[config.mk]
export PLATFORM = sky130hd
export DESIGN_NAME = nv_mem_reader
export DESIGN_NICKNAME = d
export VERILOG_FILES = /design/src/rtl/nv_mem_reader.sv
export SDC_FILE = /design/constraint.sdc
export NUM_CORES = 1
export LEC_CHECK = 0
export CAP_MARGIN = 15
export CORE_MARGIN = 2
export CORE_UTILIZATION = 45
export DETAILED_ROUTE_END_ITERATION = 16
export PLACE_DENSITY = 0.73
export SYNTH_ARGS = -nofsm -noshare
export SYNTH_HDL_FRONTEND = slang
export SYNTH_SLANG_ARGS = --single-unit
export TNS_END_PERCENT = 100
[constraint.sdc]
create_clock -name clk -period 4.6 [get_ports clk]
set_input_delay 0.92 -clock clk [delete_from_list [all_inputs] [get_ports clk]]
set_output_delay 0.92 -clock clk [all_outputs]
set_load 0.01 [all_outputs]
[src/rtl/nv_mem_reader.sv]
// Burst reader for the non-volatile key/config memory: issues consecutive word reads and streams them out
// through a 2-entry buffer. Optional running XOR of accepted words when NV_MEM_RD_CHECKSUM_EN is defined.
module nv_mem_reader #(
  parameter int DATA_WIDTH = 32,
  parameter int ADDR_WIDTH = 8,
  parameter int LEN_WIDTH  = ADDR_WIDTH + 1
) (
  input  logic                  clk,
  input  logic                  rst,
  input  logic                  start,
  input  logic [ADDR_WIDTH-1:0] start_addr,
  input  logic [LEN_WIDTH-1:0]  length,
  output logic                  busy,
  output logic                  done,
  output logic                  mem_w,
  output logic [ADDR_WIDTH-1:0] mem_addr_in,
  input  logic [DATA_WIDTH-1:0] mem_data_out,
  output logic [DATA_WIDTH-1:0] rd_data,
  output logic                  rd_valid,
  input  logic                  rd_ready
`ifdef NV_MEM_RD_CHECKSUM_EN
  ,
  output logic [DATA_WIDTH-1:0] rd_checksum
`endif
);

  typedef enum logic [1:0] {S_IDLE, S_READ, S_DRAIN} state_t;

  localparam logic [LEN_WIDTH-1:0]  LEN_ONE  = LEN_WIDTH'(1);
  localparam logic [ADDR_WIDTH-1:0] ADDR_ONE = ADDR_WIDTH'(1);

  state_t                  r_state;
  state_t                  w_next;
  logic [ADDR_WIDTH-1:0]   r_addr;
  logic [ADDR_WIDTH-1:0]   r_addr_last;
  logic [LEN_WIDTH-1:0]    r_issue_cnt;
  logic [LEN_WIDTH-1:0]    r_acc_cnt;
  logic                    r_inflight;
  logic [DATA_WIDTH-1:0]   r_buf [2];
  logic                    r_wr_ptr;
  logic                    r_rd_ptr;
  logic [1:0]              r_count;
  logic                    w_start;
  logic                    w_pop;
  logic                    w_issue;
  logic [2:0]              w_held;

  assign rd_valid = (r_count != 2'd0);
  assign rd_data  = r_buf[r_rd_ptr];
  assign w_pop    = rd_valid & rd_ready;
  assign w_start  = (r_state == S_IDLE) & start;

  // Words held after this cycle's pop; issuing keeps the total within the 2 buffer slots.
  assign w_held  = {1'b0, r_count} + {2'b00, r_inflight} - {2'b00, w_pop};
  assign w_issue = (r_state == S_READ) && (r_issue_cnt != '0) && (w_held < 3'd2);

  assign mem_addr_in = w_issue ? r_addr : r_addr_last;
  assign mem_w       = 1'b0;
  assign busy        = (r_state != S_IDLE);
  assign done        = (r_state == S_DRAIN) && (r_acc_cnt == '0);

  always_ff @(posedge clk or posedge rst) begin
    if (rst) r_state <= S_IDLE;
    else     r_state <= w_next;
  end

  always_comb begin
    w_next = r_state;
    case (r_state)
      S_IDLE:  if (start) w_next = (length == '0) ? S_DRAIN : S_READ;
      S_READ:  if (w_issue && (r_issue_cnt == LEN_ONE)) w_next = S_DRAIN;
      S_DRAIN: if (r_acc_cnt == '0) w_next = S_IDLE;
      default: w_next = S_IDLE;
    endcase
  end

  always_ff @(posedge clk or posedge rst) begin
    if (rst) begin
      r_addr      <= '0;
      r_addr_last <= '0;
      r_issue_cnt <= '0;
      r_acc_cnt   <= '0;
      r_inflight  <= 1'b0;
    end else begin
      r_inflight <= w_issue;
      if (w_start) begin
        r_addr      <= start_addr;
        r_issue_cnt <= length;
        r_acc_cnt   <= length;
      end else begin
        if (w_issue) begin
          r_addr      <= r_addr + ADDR_ONE;
          r_addr_last <= r_addr;
          r_issue_cnt <= r_issue_cnt - LEN_ONE;
        end
        if (w_pop) r_acc_cnt <= r_acc_cnt - LEN_ONE;
      end
    end
  end

  // Memory data lands one cycle after the address, so the in-flight flag doubles as the push strobe.
  always_ff @(posedge clk or posedge rst) begin
    if (rst) begin
      r_buf[0] <= '0;
      r_buf[1] <= '0;
      r_wr_ptr <= 1'b0;
      r_rd_ptr <= 1'b0;
      r_count  <= 2'd0;
    end else begin
      if (r_inflight) begin
        r_buf[r_wr_ptr] <= mem_data_out;
        r_wr_ptr        <= ~r_wr_ptr;
      end
      if (w_pop) r_rd_ptr <= ~r_rd_ptr;
      r_count <= r_count + {1'b0, r_inflight} - {1'b0, w_pop};
    end
  end

`ifdef NV_MEM_RD_CHECKSUM_EN
  logic [DATA_WIDTH-1:0] r_checksum;

  always_ff @(posedge clk or posedge rst) begin
    if (rst)          r_checksum <= '0;
    else if (w_start) r_checksum <= '0;
    else if (w_pop)   r_checksum <= r_checksum ^ rd_data;
  end

  assign rd_checksum = r_checksum;
`endif

endmodule

# ---- Word-level counts from Yosys, hierarchy flattened
# Index checks and enable logic that the tools add are counted.
# Widths: inputs -> output; s select.
dict set report totals {
  register_bits 105
  word_cells 66
}
dict set report op_classes {
  add_sub_neg 7
  n_lt_le_gt_ge 4
  n_eq_ne 6
  mux 18
  bitwise 6
  reduce_logical 14
}
# op count
set ops {}
lappend ops {{$mux 32} 4}
lappend ops {{$bwmux 64} 1}
lappend ops {{$mux 9} 4}
lappend ops {{$demux 32 s1} 1}
lappend ops {{$mux 8} 3}
lappend ops {{$logic_not 9->1} 2}
lappend ops {{$sub 9x1->9 const B} 2}
lappend ops {{$eq 9x1->1 const B} 1}
lappend ops {{$reduce_bool 9->1} 1}
lappend ops {{$add 8x1->8 const B} 1}
lappend ops {{$mux 2} 4}
lappend ops {{$reduce_bool 2->1} 4}
lappend ops {{$pmux 2 s3} 1}
lappend ops {{$logic_and 1x1->1} 5}
lappend ops {{$ge 2x2->1 const B} 2}
lappend ops {{$ne 2x1->1 const B} 2}
lappend ops {{$not 1->2} 2}
lappend ops {{$add 2x1->3} 1}
lappend ops {{$lt 3x2->1 const B} 1}
lappend ops {{$reduce_and 3->1} 1}
lappend ops {{$sub 3x1->3} 1}
lappend ops {{$add 2x1->2} 1}
lappend ops {{$and 1x1->1} 2}
lappend ops {{$eq 2x1->1 const B} 1}
lappend ops {{6 further kinds} 7}

# ---- Longest topological paths before layout
# Gate-level depths: netlist of run 1.
dict set report logic_depth {
  depth_word 8
  mapped_depth 13
}

# ---- Worst setup path after synthesis of run 1
# No wires, ideal clock.
dict set report synth_timing {
  path_kind {input -> output}
  from {input port rd_ready}
  to {output port mem_addr_in[1]}
  arrival_time_ns 3.447
  required_ns 3.680
  setup_slack_ns 0.233
  stages 13
  path_buffers 2
  cell_sequence {o21a_1 > clkbuf_1 > ha_1 > inv_1 > ha_1 > inv_1 > fa_1 > xor2_1 > nor3_4 > nand2_4 > inv_6 > buf_12 > mux2_4}
}
dict set report synth_via {
  elab_chain_len 5
}
# element line
set synth_lines {}
lappend synth_lines {{from (decl)} 20} ;# input logic rd_ready
lappend synth_lines {{$and 1x1->1} 50} ;# assign w_pop = rd_valid & rd_ready;
lappend synth_lines {{net w_pop} 44} ;# logic w_pop;
lappend synth_lines {{$sub 3x1->3} 54} ;# assign w_held = {1'b0, r_count} + {2'b00, r_inflight} - {2'b00, w_pop};
lappend synth_lines {{$lt 3x2->1} 55} ;# assign w_issue = (r_state == S_READ) && (r_issue_cnt != '0) && (w_held < 3'd2);
lappend synth_lines {{$logic_and 1x1->1} 55}
lappend synth_lines {{net w_issue} 45} ;# logic w_issue;
lappend synth_lines {{$mux 8} n/a}
lappend synth_lines {{to (decl)} 16} ;# output logic [ADDR_WIDTH-1:0] mem_addr_in,
# The timed path passes the listed nets, and every way through them passes these cells.

# ---- Worst setup path in the final report of run 1
dict set report layout_timing {
  from {input port rd_ready}
  to {output port mem_addr_in[7]}
}
dict set report layout_via {
  elab_chain_len 5
}
# element line
set layout_lines {}
lappend layout_lines {{$and 1x1->1} 50}
lappend layout_lines {{$sub 3x1->3} 54}
lappend layout_lines {{$lt 3x2->1} 55}
lappend layout_lines {{$logic_and 1x1->1} 55}
lappend layout_lines {{$mux 8} n/a}
# No other way between the ends.

==> metrics, run 1 <==
status finished, final reports clean; Clock Tree Root clkbuf_16; Ant. Diodes 0; Max-Slew Margin vs Limit 0.6670; clock tree buffer depth 2; Reg-to-Reg Start r_count[1]$_DFF_PP0_; Buf/Inv on CP 5; Tcrit/Tclk final 0.9709; DR vias/cell 5.461; CP arrival 3550 ps; GRT Total Usage 0.1890; CORE AREA about 11,000 sq um; Overflow after GRT 0; Pre-Repair DR Iteration Count 5; clk sink count 105; Core Rows 39; total number of vias 3,610; Critical-path top delay cell fa_2; Fin. Hold Viols 0; mapped cell area 5140 sq um; area leader, netlist dfrtp_1; unrepaired setup endpoints after global routing false; Post-Route WL 11,050 microns; Final setup viols 0; Synth-to-Final Area Change 29.38%; first-pass GRT wire length around 19,000 microns; Min Hold Slack 470.2 ps; CTS tree built; Initial DRC Count 148; Final Instance Area 6650 sq um; crit-path cells clkdlybuf4s50_1, o21a_1, ha_1, inv_1, ha_1, inv_1, fa_2, nand2_4, nor3_4, nand2_4, clkinv_8, mux2_4, clkdlybuf4s15_1; layout cells sized above 1 0.3147; detailed-route DRC error count 0; Final HPWL DP 7453 microns; area share of the largest cell type after synthesis 0.5112; Max Clk Rate 0.2239 GHz; critical path required time 3680 ps; initial antenna violation count 0; Placed Area 6270 sq um; H-tree levels 3; Clock Latency Late Sink 350 ps; net count after synthesis 471; final setup TNS 0 ps; Setup crit end kind output pin; Yosys warning count 0; Synth area leaders dfrtp_1, mux2_2, o211ai_1; register area share after synthesis 0.5112; PwrDens around 790 nW/um^2; cell count after synthesis 410; worst-path fanout max 10; TritonCTS Buffers 9; Buffers on Ports 95; Synth Register Bits 105; Synth Area per Inst 12.54 sq um; Die Span Y about 110 microns; largest net degree at the start of global routing 85; # fillers 944; Peak VDD IR 0.3909 mV; Tot Pwr between 0.005 and 0.006 W; vias in the first global route about 3,800; maxcap violations 0; slowest stage delay, CP between 500 and 600 ps; Final ANT Viol Nets 0; wire length per cell 16.72 microns; leakage power figure between 2 and 3 nW; main flop type after synthesis dfrtp_1; Final Core Density 0.5900; minimum clock period 4466 ps; chip width approximately 110 microns; CP startpoint rd_ready; Worst-Margin Slew 495.7 ps; Routability Congestion 0.7978; # IOs between 90 and 100; Synth async-reset ratio 1.000; Unique masters post-synth 53; EDFF count, synth 0; Worst Min Path Start r_rd_ptr$_DFFE_PP0P_; # nets final 574; CP Class in -> out; Largest delay share family, worst path adder cells; Max Slew Vio Count 0; Hold Crit Class reg -> reg; Worst Setup Start Kind input port; DIE AREA 12,290 sq um; skew final 6.396 ps; initial cell density of the core 0.4560; CTS clock-pin slew for the worst setup and hold paths 70 ps
==> sequential cells by signal, summed over array words and instances (netlist names) <==
register and count:
r_rd_ptr 1, r_wr_ptr 1, r_inflight 1, r_buf 64, r_acc_cnt 9, r_addr 8
r_state 2, r_count 2, r_addr_last 8, r_issue_cnt 9
==> metrics by stage <==
| stage | setup WS [ps] | cells |
|---|---|---|
| after floorplan | 232.9 | 410 |
| after global placement | -149.9 | 641 |
| after detailed placement | -173.3 | 641 |
| after CTS | 10.49 | 658 |
| after global routing | 16.34 | 661 |
| final | 133.6 | 661 |
==> area by class of cell <==
cell class / count / area, sq um / area share
well taps: 143 / 178.9 / 0.02691
multi-input cells: 272 / 2395 / 0.3601
clock inverters: 6 / 52.55 / 0.007902
inverters: 13 / 63.81 / 0.009595
repair buffers: 112 / 1104 / 0.1659
flip-flops and latches: 105 / 2628 / 0.3951
clock buffers: 10 / 229.0 / 0.03443
==> cells in the mapped netlist (all sizes together) (5+ instances only) <==
master and count:
nand3 15, dfrtp 105, or3 5, mux2 108, ha 7, clkbuf 9, nor2 10, nand2 31
buf 11, inv 13, nor4 6, xor2 10, o211ai 16, nor3 7, o21ai 15
==> worst paths after layout <==
check | to | slack (ps) | cells after the start
worst min register to register | r_rd_ptr$_DFFE_PP0P_ | 470 | 1
min in group asynchronous | r_addr_last[2]$_DFFE_PP0N_ | 940 | 2
worst max register to register | r_issue_cnt[1]$_DFFE_PP0P_ | 1410 | 11
worst min-delay path | r_rd_ptr$_DFFE_PP0P_ | 470 | 1
max in group asynchronous | r_buf[18]$_DFFE_PP0P_ | 2980 | 3
worst max-delay path | mem_addr_in[7] | 130 | 13
==> report_power, final <==
part	switching [W]	leakage (nW)	total, W	internal [W]
Sequential	0.000320	1.24	0.00172	0.00140
Clock	0.000353	0.131	0.000728	0.000375
Combinational	0.00119	1.33	0.00281	0.00162
Total	0.00186	2.71	0.00526	0.00340
==> layer usage <==
| metal | vias up | track usage | part of all wire |
|---|---|---|---|
| li1 | 1695 | - | - |
| met3 | 13 | 0.03773 | 0.052 |
| met4 | 0 | 0.05750 | 0.014 |
| met1 | 1794 | 0.2575 | 0.45 |
| met2 | 108 | 0.3072 | 0.48 |
| met5 | - | 0 | 0 |
==> logic make-up (layout without fill, tap and decap cells) <==
family	after synthesis	count (layout)	share of synthesized area
AO/OA/AOI/OAI	50	50	0.07084
flip-flops	105	105	0.5112
adder cells (fa/ha/maj)	8	8	0.02093
other	1	1	0.0007296
multiplexers	108	108	0.2410
AND/OR/NAND/NOR	94	94	0.1056
XOR/XNOR	11	11	0.01874
buffers and inverters	33	141	0.03091
==> timing repair <==
item,CTS,global route
setup buffers,1,1
setup endpoints to repair,8,7
pin swaps,2,3
hold buffers,0,0
resized for setup,13,13
==> layout by cell type, fill, tap and decap left out, types with 2 or more instances in the layout <==
cell type,n
dfrtp_1,105
mux2_2,101
clkdlybuf4s50_1,87
nand2_1,29
o211ai_1,16
nand3_1,14
buf_4,14
o21ai_0,13
inv_1,11
nor2_1,10
xor2_1,9
clkbuf_16,9
ha_1,7
nor3_1,6
mux2_4,6
clkdlybuf4s15_1,6
o311ai_0,4
or3_1,4
nor4_1,4
a31o_2,3
and2_1,3
o21a_1,2
nand4_1,2
nand2_4,2
nor4_4,2
o221ai_1,2
or4_1,2
o21ai_2,2
o221a_2,2
nand4b_1,2
or2_2,2
nand2b_1,2
clkinv_4,2
clkinvlp_4,2
buf_6,2
dlygate4sd2_1,2
No activity file was read; power rests on OpenSTA's default activity.
==> run 2, diff against run 1 <==
- CORE_MARGIN: 2 -> 3
- CTS_CLUSTER_DIAMETER: default -> 100
- clock period: 4.6 -> 5.31 ns (I/O delays scaled with it)
==> run 2 against run 1 <==
  * Sequential cell count unchanged
  * Combinational power decreased by 18%
  * Critical path type unchanged
  * Design area decreased by 1.7%
  * Cell count decreased by 2.0%
  * Largest cell class unchanged
  * Die area increased by 3.6%
  * Critical endpoint unchanged
  * Clock-buffer cell count decreased by 1
  * Sequential power decreased by 14%
  * Total power decreased by 15%
  * Register-to-register slack improved by 850 ps
  * Setup slack improved by 75 ps
  * Highest routed layer unchanged
  * Non-clock buffer count decreased by 10
  * Global-route usage decreased by 0.92 points
==> metrics, run 2 (synthesis gave the netlist of run 1 again) <==
layout cells sized above 1 0.2933; Buf/Inv on CP 5; max reg flops 64; critical path required time 4250 ps; worst-path fanout max 16; minimum clock period approximately 5100 ps; Max Clk Rate 0.1960 GHz; CORE AREA about 11,000 sq um; largest net degree at the start of global routing 74; Largest Register r_buf; TritonCTS Buffers 9; Top Registers r_buf (64), r_acc_cnt (9), r_issue_cnt (9); Hold Crit Class reg -> reg; postcts setup bufs 0; CTS clock-pin slew for the worst setup and hold paths 70 ps; initial cell density of the core 0.4680; wire length on met2 5157 microns; Worst R2R Path Depth 10; crit-path cells clkdlybuf4s50_1, o21a_1, ha_1, inv_1, ha_1, inv_1, fa_1, xor2_1, nor3_4, nand2_4, inv_6, mux2_4, clkdlybuf4s50_1; Overflow after GRT 0; Pre-Repair DR Iteration Count 4; pre-CTS WS 200.0 ps; initial antenna violation count 0; # IOs 97; unrepaired setup endpoints after global routing false; detailed-route DRC error count 0; clk sink count 105; status finished, final reports clean; Routability Congestion approximately 0.80; Critical-path top delay cell clkdlybuf4s50_1; skew final ~8.3 ps; Max Slew Vio Count 0; Clock Latency Late Sink between 300 and 400 ps; # fillers 896; Peak VDD IR 0.3920 mV; DR vias/cell 5.451; Clock Tree Root clkbuf_16; GRT Total Usage 0.1798; Fin. Hold Viols 0; Final WS setup 208.3 ps; leakage power figure 2.655 nW; final setup TNS 0 ps; chip width 112.9 microns; Final setup viols 0; CTS tree built; Die Span Y between 100 and 150 microns; first-pass GRT wire length 18,580 microns; CP Class in -> out; PwrDens roughly 680 nW/um^2; maxcap violations 0; most frequent cells in the layout dfrtp_1, mux2_2, clkdlybuf4s50_1; Routed met1 length 5011 microns; Tcrit/Tclk final 0.9608; vias in the first global route 3,732; CP arrival 4040 ps; DR top layer met4; Largest delay share family, worst path buffers and inverters; DIE AREA roughly 13,000 sq um; Hold Buf Count CTS 0; total number of vias 3,532; met3 wire len between 600 and 700 microns; Hold Path Depth 1; Worst Setup Start Kind input port; Worst-Margin Slew 885.5 ps; Core Rows 38; clock tree buffer depth 2; Setup crit end kind output pin; most common library cell in the layout ignoring fill and taps dfrtp_1; Synth-to-Final Area Change 27.14%; critical path depth in cells 13; H-tree levels 3; Ant. Diodes 0; Final HPWL DP 7588 microns; Initial DRC Count ~190; Max-Slew Margin vs Limit 0.4097; Buffers on Ports 95; wire length per cell 16.86 microns; # nets final approximately 560; slowest stage delay, CP 480 ps; Post-Route WL between 10,000 and 15,000 microns; Final ANT Viol Nets 0
==> run 2: cell types whose count changed in the layout (fill, tap and decap cells not counted), moves of 2 or more <==
| cell | delta |
|---|---|
| dlygate4sd2_1 | -2 |
| clkdlybuf4s50_1 | +8 |
| clkinvlp_4 | -2 |
| buf_4 | -7 |
| inv_6 | +2 |
| o21ai_2 | -2 |
| clkdlybuf4s15_1 | -6 |
| buf_6 | -2 |
==> run 2: layer usage <==
layer / vias to the layer above / track usage
li1: 1672 / -
met1: 1740 / 0.2450
met2: 107 / 0.2883
met3: 13 / 0.04225
met4: 0 / 0.05288
met5: - / 0
==> run 2: timing repair <==
| action | 4_1_cts | 5_1_grt |
|---|---|---|
| hold endpoints to repair | 0 | 0 |
| resized for setup | 0 | 1 |
| setup endpoints to repair | 0 | 1 |
==> run 2: path summary, 6_finish.rpt <==
check,from,endpoint,slack (ps)
setup / recovery,rd_ready,mem_addr_in[7],210
hold / removal,r_rd_ptr$_DFFE_PP0P_,r_rd_ptr$_DFFE_PP0P_,470
setup reg to reg,r_count[1]$_DFF_PP0_,r_addr[1]$_DFFE_PP0P_,2260
hold reg to reg,r_rd_ptr$_DFFE_PP0P_,r_rd_ptr$_DFFE_PP0P_,470
max in group asynchronous,rst,r_buf[32]$_DFFE_PP0P_,3080
min in group asynchronous,rst,r_count[0]$_DFF_PP0_,1250
==> run 2: report_power, final <==
part | internal [W] | leakage, nW | total [W] | switching, W
sequential | 0.00121 | 1.24 | 0.00148 | 0.000269
combinational | 0.00131 | 1.26 | 0.00230 | 0.000982
clock | 0.000377 | 0.155 | 0.000692 | 0.000316
total | 0.00290 | 2.65 | 0.00447 | 0.00157
==> run 2: cell type report <==
class                      count  area (sq um)  share of cell area
sequential                   105          2628              0.4021
multi-input combinational    272          2359              0.3609
timing repair buffer         102          1003              0.1536
clock buffer                   9         225.2             0.03446
tap                          140         175.2             0.02680
clock inverter                 7         88.84             0.01359
inverter                      13         56.30            0.008616
==> run 2: metrics by stage <==
| step | instance area (sq um) | utilization | power (W) | hold WS [ps] | instances |
|---|---|---|---|---|---|
| finish | 6535 | 0.5950 | 0.004469 | 466.7 | 648 |
| global route | 6535 | 0.5950 | 0.004784 | 497.9 | 648 |
| CTS | 6535 | 0.5950 | 0.004511 | 472.6 | 648 |
| detailed placement | 6221 | 0.5664 | 0.003793 | 459.9 | 632 |
| global placement | 6221 | 0.5664 | 0.003721 | 456.6 | 632 |
| floorplan | 5140 | - | 0.002981 | 454.3 | 410 |
==> run 3, diff against run 2 <==
- CAP_MARGIN: 15 -> 20
==> results of run 3 <==
Same layout as run 2: the final DEF is identical, and so are final timing and power.
